### src/rtl/la_iolib_pkg.sv
//------------------------------------------------------------------------------
// la_iolib_pkg
// Shared definitions for io ring controllers: power sequencer state encoding,
// ioring control bit positions and a small state classification helper.
// No ports (package).
//------------------------------------------------------------------------------
package la_iolib_pkg;

   // Power sequencer state encoding, kept as plain 3-bit constants so other
   // ring controllers can decode a sequencer state bus without the enum.
   localparam logic [2:0] PWR_OFF    = 3'd0;
   localparam logic [2:0] PWR_RAMPUP = 3'd1;
   localparam logic [2:0] PWR_WAITPG = 3'd2;
   localparam logic [2:0] PWR_ON     = 3'd3;
   localparam logic [2:0] PWR_RAMPDN = 3'd4;
   localparam logic [2:0] PWR_FAULT  = 3'd5;

   typedef enum logic [2:0] {
      S_OFF    = PWR_OFF,
      S_RAMPUP = PWR_RAMPUP,
      S_WAITPG = PWR_WAITPG,
      S_ON     = PWR_ON,
      S_RAMPDN = PWR_RAMPDN,
      S_FAULT  = PWR_FAULT
   } pwr_state_t;

   // ioring control bit positions
   localparam int IORING_READY = 0;
   localparam int IORING_ISO   = 1;

   // A sequencer is busy while any supply is ramping in either direction.
   function automatic logic pwr_busy(input pwr_state_t s);
      case (s)
         S_RAMPUP, S_WAITPG, S_RAMPDN: pwr_busy = 1'b1;
         default:                      pwr_busy = 1'b0;
      endcase
   endfunction

endpackage

### src/rtl/la_iopwrseq_cnt.sv
//------------------------------------------------------------------------------
// la_iopwrseq_cnt
// Loadable down-counter used for settle delays and power-good timeouts.
// Ports:
//   clk    - clock
//   nreset - synchronous active-low reset (count -> 0)
//   load   - load din (has priority over dec)
//   dec    - decrement by one; holds at zero
//   din    - load value
//   zero   - count is zero
//------------------------------------------------------------------------------
module la_iopwrseq_cnt #(
   parameter int DLYW = 8
) (
   input  logic            clk,
   input  logic            nreset,
   input  logic            load,
   input  logic            dec,
   input  logic [DLYW-1:0] din,
   output logic            zero
);

   logic [DLYW-1:0] cnt_r;

   // count register: load wins over decrement, never wraps below zero
   always_ff @(posedge clk) begin
      if (!nreset) begin
         cnt_r <= {DLYW{1'b0}};
      end else if (load) begin
         cnt_r <= din;
      end else if (dec && (cnt_r != {DLYW{1'b0}})) begin
         cnt_r <= cnt_r - DLYW'(1);
      end else begin
         cnt_r <= cnt_r;
      end
   end

   assign zero = (cnt_r == {DLYW{1'b0}});

endmodule

### src/rtl/la_iopwrseq.sv
//------------------------------------------------------------------------------
// la_iopwrseq
// IO supply power sequencer. Turns io supply segments on one at a time
// (settle delay, then wait for power-good with timeout) and off in reverse
// order. Power-good loss or timeout drops every segment and latches fault
// until the request is withdrawn.
// Ports:
//   clk     - clock
//   nreset  - synchronous active-low reset
//   en      - 1: power-up request, 0: power-down request
//   dly     - settle delay in cycles (sampled at each counter load)
//   tmo     - power-good timeout in cycles (sampled at each counter load)
//   pg      - per-segment power-good
//   seg_en  - per-segment supply switch enable
//   ready   - all segments on and good
//   busy    - ramping up or down
//   fault   - timeout or power-good loss
//   ioring  - ring control: [0]=ready, [1]=iso (~ready), others 0
//------------------------------------------------------------------------------
module la_iopwrseq
   import la_iolib_pkg::*;
#(
   parameter     PROP  = "DEFAULT",
   parameter     SIDE  = "NO",
   parameter int RINGW = 8,
   parameter int NSEG  = 4,
   parameter int DLYW  = 8
) (
   input  logic             clk,
   input  logic             nreset,
   input  logic             en,
   input  logic [DLYW-1:0]  dly,
   input  logic [DLYW-1:0]  tmo,
   input  logic [NSEG-1:0]  pg,
   output logic [NSEG-1:0]  seg_en,
   output logic             ready,
   output logic             busy,
   output logic             fault,
   output logic [RINGW-1:0] ioring
);

   localparam int              IDXW     = (NSEG > 1) ? $clog2(NSEG) : 1;
   localparam logic [IDXW-1:0] IDX_ZERO = {IDXW{1'b0}};
   localparam logic [IDXW-1:0] IDX_ONE  = IDXW'(1);
   localparam logic [IDXW-1:0] IDX_LAST = IDXW'(NSEG - 1);
   localparam logic [RINGW-1:0] RING_RST = RINGW'(1) << IORING_ISO;

   pwr_state_t       state_r, state_s;
   logic [IDXW-1:0]  idx_r, idx_s;
   logic [NSEG-1:0]  seg_en_r, seg_en_s;
   logic             ready_r, ready_s;
   logic             busy_r, busy_s;
   logic             fault_r, fault_s;
   logic [RINGW-1:0] ioring_r, ioring_s;
   logic             cnt_load_s, cnt_dec_s, cnt_zero_s;
   logic [DLYW-1:0]  cnt_din_s;

   la_iopwrseq_cnt #(.DLYW(DLYW)) u_cnt (
      .clk    (clk),
      .nreset (nreset),
      .load   (cnt_load_s),
      .dec    (cnt_dec_s),
      .din    (cnt_din_s),
      .zero   (cnt_zero_s)
   );

   // next state, segment enables and counter control
   always_comb begin
      state_s    = state_r;
      idx_s      = idx_r;
      seg_en_s   = seg_en_r;
      fault_s    = 1'b0;
      cnt_load_s = 1'b0;
      cnt_dec_s  = 1'b0;
      cnt_din_s  = dly;
      case (state_r)
         S_OFF: begin
            seg_en_s = {NSEG{1'b0}};
            idx_s    = IDX_ZERO;
            if (en) begin
               state_s     = S_RAMPUP;
               seg_en_s[0] = 1'b1;
               cnt_load_s  = 1'b1;
            end else begin
               state_s = S_OFF;
            end
         end
         S_RAMPUP: begin
            // a withdrawn request unwinds from the segment being ramped
            if (!en) begin
               state_s          = S_RAMPDN;
               seg_en_s[idx_r]  = 1'b0;
               cnt_load_s       = 1'b1;
            end else if (cnt_zero_s) begin
               state_s    = S_WAITPG;
               cnt_load_s = 1'b1;
               cnt_din_s  = tmo;
            end else begin
               cnt_dec_s = 1'b1;
            end
         end
         S_WAITPG: begin
            if (!en) begin
               state_s         = S_RAMPDN;
               seg_en_s[idx_r] = 1'b0;
               cnt_load_s      = 1'b1;
            end else if (pg[idx_r]) begin
               if (idx_r == IDX_LAST) begin
                  state_s = S_ON;
               end else begin
                  state_s         = S_RAMPUP;
                  idx_s           = idx_r + IDX_ONE;
                  seg_en_s[idx_s] = 1'b1;
                  cnt_load_s      = 1'b1;
               end
            end else if (cnt_zero_s) begin
               state_s  = S_FAULT;
               seg_en_s = {NSEG{1'b0}};
               fault_s  = 1'b1;
            end else begin
               cnt_dec_s = 1'b1;
            end
         end
         S_ON: begin
            seg_en_s = {NSEG{1'b1}};
            // supply loss outranks a power-down request
            if (!(&pg)) begin
               state_s  = S_FAULT;
               seg_en_s = {NSEG{1'b0}};
               fault_s  = 1'b1;
            end else if (!en) begin
               state_s            = S_RAMPDN;
               idx_s              = IDX_LAST;
               seg_en_s[IDX_LAST] = 1'b0;
               cnt_load_s         = 1'b1;
            end else begin
               state_s = S_ON;
            end
         end
         S_RAMPDN: begin
            // en is deliberately ignored: ramp-down always completes
            if (cnt_zero_s) begin
               if (idx_r == IDX_ZERO) begin
                  state_s = S_OFF;
               end else begin
                  idx_s           = idx_r - IDX_ONE;
                  seg_en_s[idx_s] = 1'b0;
                  cnt_load_s      = 1'b1;
               end
            end else begin
               cnt_dec_s = 1'b1;
            end
         end
         S_FAULT: begin
            seg_en_s = {NSEG{1'b0}};
            if (!en) begin
               state_s = S_OFF;
               idx_s   = IDX_ZERO;
            end else begin
               fault_s = 1'b1;
            end
         end
         default: begin
            state_s  = S_OFF;
            idx_s    = IDX_ZERO;
            seg_en_s = {NSEG{1'b0}};
         end
      endcase
   end

   // status outputs follow the next state so they change on the same edge
   always_comb begin
      ready_s                = (state_s == S_ON);
      busy_s                 = pwr_busy(state_s);
      ioring_s               = {RINGW{1'b0}};
      ioring_s[IORING_READY] = ready_s;
      ioring_s[IORING_ISO]   = ~ready_s;
   end

   // state and output registers
   always_ff @(posedge clk) begin
      if (!nreset) begin
         state_r  <= S_OFF;
         idx_r    <= IDX_ZERO;
         seg_en_r <= {NSEG{1'b0}};
         ready_r  <= 1'b0;
         busy_r   <= 1'b0;
         fault_r  <= 1'b0;
         ioring_r <= RING_RST;
      end else begin
         state_r  <= state_s;
         idx_r    <= idx_s;
         seg_en_r <= seg_en_s;
         ready_r  <= ready_s;
         busy_r   <= busy_s;
         fault_r  <= fault_s;
         ioring_r <= ioring_s;
      end
   end

   assign seg_en = seg_en_r;
   assign ready  = ready_r;
   assign busy   = busy_r;
   assign fault  = fault_r;
   assign ioring = ioring_r;

endmodule

### config.mk
export PLATFORM = sky130hd
export DESIGN_NAME = la_iopwrseq
export DESIGN_NICKNAME = d
export VERILOG_FILES = /design/src/rtl/la_iolib_pkg.sv /design/src/rtl/la_iopwrseq_cnt.sv /design/src/rtl/la_iopwrseq.sv
export SDC_FILE = /design/constraint.sdc
export NUM_CORES = 1
export LEC_CHECK = 0
export ABC_CLOCK_PERIOD_IN_PS = 4920
export BUFFER_PORTS_ARGS = -buffer_cell sky130_fd_sc_hd__buf_4
export CAP_MARGIN = 0
export CORE_ASPECT_RATIO = 1.25
export CORE_MARGIN = 5
export CORE_UTILIZATION = 59
export CTS_CLUSTER_DIAMETER = 150
export CTS_CLUSTER_SIZE = 12
export DETAILED_ROUTE_END_ITERATION = 8
export MAX_ROUTING_LAYER = met4
export PLACE_DENSITY_LB_ADDON = 0.12
export SLEW_MARGIN = 20
export SYNTH_ARGS = -nofsm -noshare
export SYNTH_HDL_FRONTEND = slang
export SYNTH_HIERARCHICAL = 1
export SYNTH_SLANG_ARGS = --single-unit
### constraint.sdc
create_clock -name clk -period 4.92 [get_ports clk]
set_clock_uncertainty 0.15 [all_clocks]
set_input_delay 0.492 -clock clk [delete_from_list [all_inputs] [get_ports clk]]
set_output_delay 0.492 -clock clk [all_outputs]
set_load 0.02 [all_outputs]
==> flow_summary.ini <==
[sta]
period_minus_slack_ns = 3.11
slew_headroom_pct = 47.6
rsz0062_at_grt = false
fin_crit_sh_pct = 63.2
clock.fmax_mhz = 321
setup_viol = 0
timing.setup.tns_ns = 0
final_hold_viol_count = 0
slew_violations = 0
tightest_slew_ns = 0.784

[setup_path]
critical-path-top-delay-family = simple AND/OR/NAND/NOR gates
cp-end-kind = flip-flop
criticalPathCategory = reg -> reg
critPathMaxStageDelay_ns = 0.60
reg2reg_from = u_cnt/cnt_r[2]$_SDFFE_PN0P_
startpoint_type = flip-flop
r2r-end = u_cnt/cnt_r[4]$_SDFFE_PN0P_
crit_path_max_fanout = 9
slowest_stage = or4_4
crit_buf_inv = 2
regToRegSetupSlack_ns = 1.81
cp_cell_sequence = or4_4 > nor4_1 > buf_4 > inv_1 > nor3_2 > mux2_2 > a21oi_1 > o31ai_1 > and2_1
critPathRequiredTime_ns = 5.00
cp.arrival_ns = 3.20
reg2regPathDepth = 9

[detailed_routing]
vias = 1766
drtAntennaViolNets = 0
routed_wl_um = 4360
drc = 0
viasPerCell = 6.26
avgRoutedWirePerCell_um = 15.5
firstDrtPassIters = 4
drt_iter0_markers = 97

[power]
vdd_ir_drop_max_uv = 175
power.density_nw_per_um2 = 266
total_leakage_power_uw = 0.000815

[min_path]
hold_path_class = in -> reg
worstHoldPathCells = 3
hold_path_end = state_r[1]$_SDFF_PN0_
hp-start = nreset

[grt]
use_met1_pct = 22.9
grt_pass1_wl_um = 7120
globalRouteTotalUtil_pct = 21.8
overflow = 0
grtUsageMet2_pct = 38.5
antenna_found_initial = 0
grt_max_degree = 26
grt_pass1_vias = 1691
top_usage_layer = met2
met3_usage_pct = 2.52

[final_layout]
fill_cells = 266
nets = 278
syn_to_final_growth_pct = 13.8
drive_gt1_share_pct = 24.0
n_antenna_cell = 0
final_util_pct = 69.3

[synth]
synth_area_leaders = dfxtp_1 (24%), ha_1 (5.6%), mux2_2 (5.1%)
avgSynthCellArea_um2 = 8.08
netlist_instances = 220
synthTopCellsByCount = dfxtp_1 (21), inv_1 (17), a21oi_1 (15)
yosysTopAreaCell = dfxtp_1
ys_seq_area_share_pct = 23.7
yosysTopAreaCellShare_pct = 23.7
synth-async-reset-ratio_pct = 0
synth-seq-cells = 21
synth-main-ff-cell = dfxtp_1
synth_edf_count = 0
ys_types = 63
synth.most_common_cell = dfxtp_1
syn_area_um2 = 1780
ys.warnings.count = 6

[cts]
hold_buffers = 0
cts-buffers-inserted = 3
clock_sinks = 21
postCtsSetupBuffers = 0
h-tree-depth = 1
ctsRootBufferMaster = clkbuf_4
tritoncts = yes
cts_buffer_depth = 2
cts_resized = 0
clk_latency_ns = 0.32
clk_pin_slew_worst_paths_ns = 0.13

[die]
coreArea_um2 = 2920
io_pins = 38
die_x_um = 59.1
rows = 22
die-area_um2 = 4220
die_y_um = 71.4
start_util_pct = 60.9

[placed_design]
dp_hpwl_um = 3300
io_buffers = 31
gp_congestion = 0.900

[run_status]
status = completed

[run]
max_cap_viol_count = 0
==> tightest hold or removal path, cell delays in order <==
cell,delay (ns)
buf_4,0.18
nand2_1,0.07
inv_1,0.03
==> per-stage QoR <==
step / setup WS (ns) / std cells / instance area, µm² / hold WS [ns] / power, µW
floorplan: 2.13 / 225 / 1800 / 0.318 / 388
detailed placement: 1.82 / 278 / 1990 / 0.338 / 446
global placement: 1.82 / 278 / 1990 / 0.336 / 442
finish: 1.81 / 282 / 2020 / 0.334 / 538
global route: 1.58 / 282 / 2020 / 0.345 / 572
CTS: 1.79 / 282 / 2020 / 0.330 / 537
==> worst max path at each step <==
stage,to,cells after the start,start,slack (ns)
finish,u_cnt/cnt_r[4]$_SDFFE_PN0P_,9,u_cnt/cnt_r[2]$_SDFFE_PN0P_,1.81
global route,u_cnt/cnt_r[4]$_SDFFE_PN0P_,9,u_cnt/cnt_r[2]$_SDFFE_PN0P_,1.58
CTS,u_cnt/cnt_r[2]$_SDFFE_PN0P_,9,u_cnt/cnt_r[2]$_SDFFE_PN0P_,1.79
detailed placement,u_cnt/cnt_r[7]$_SDFFE_PN0P_,9,pg[3],1.82
global placement,u_cnt/cnt_r[2]$_SDFFE_PN0P_,9,u_cnt/cnt_r[2]$_SDFFE_PN0P_,1.82
floorplan,u_cnt/cnt_r[7]$_SDFFE_PN0P_,8,pg[3],2.13
==> metal layers <==
metal  wire (µm)  vias to the layer above
met3         242                       18
met5           0                        -
met4         138                        0
met2        2300                       74
li1            -                      861
met1        1680                      813
==> registers in the layout, indices dropped and copies added (netlist names) <==
| name | cells |
|---|---|
| u_cnt/cnt_r | 8 |
| fault | 1 |
| busy | 1 |
| seg_en | 4 |
| ioring | 2 |
| state_r | 3 |
| idx_r | 2 |
==> layout make-up <==
class	count	area, µm²	share of cell area (%)
multi-input combinational	170	1210	60.0
sequential	21	420	20.8
timing repair buffer	33	248	12.3
inverter	18	67.6	3.34
tap	36	45.0	2.23
clock buffer	3	22.5	1.11
clock inverter	1	5.00	0.248
==> layout by cell type, fill, tap and decap left out, types with 3 or more instances in the layout <==
master,count
clkbuf_4,3
nand2b_1,3
o211ai_1,3
o21ai_0,14
buf_4,33
a21oi_1,15
a22oi_1,3
a31oi_1,5
and2_1,6
nor2_1,6
nor2b_1,5
mux2_2,8
dfxtp_1,21
conb_1,6
nor3_1,6
nand3_1,8
o221ai_1,3
nor3b_1,4
inv_1,17
o31ai_1,4
ha_1,8
xnor2_1,3
nand2_1,13
==> power breakdown <==
part,switching (µW),internal (µW)
sequential,30.5,189
clock,59.9,30.5
combinational,125,103
==> cell families after synthesis <==
| kind of cell | share of synthesized area [%] |
|---|---|
| mux | 7.46 |
| flops | 23.7 |
| xor+xnor | 1.97 |
| buf+inv | 9.08 |
| other cells | 0.211 |
| simple gates | 25.4 |
| compound gates | 26.6 |
| fa+ha+maj | 5.63 |
No activity file was read; power rests on OpenSTA's default activity.
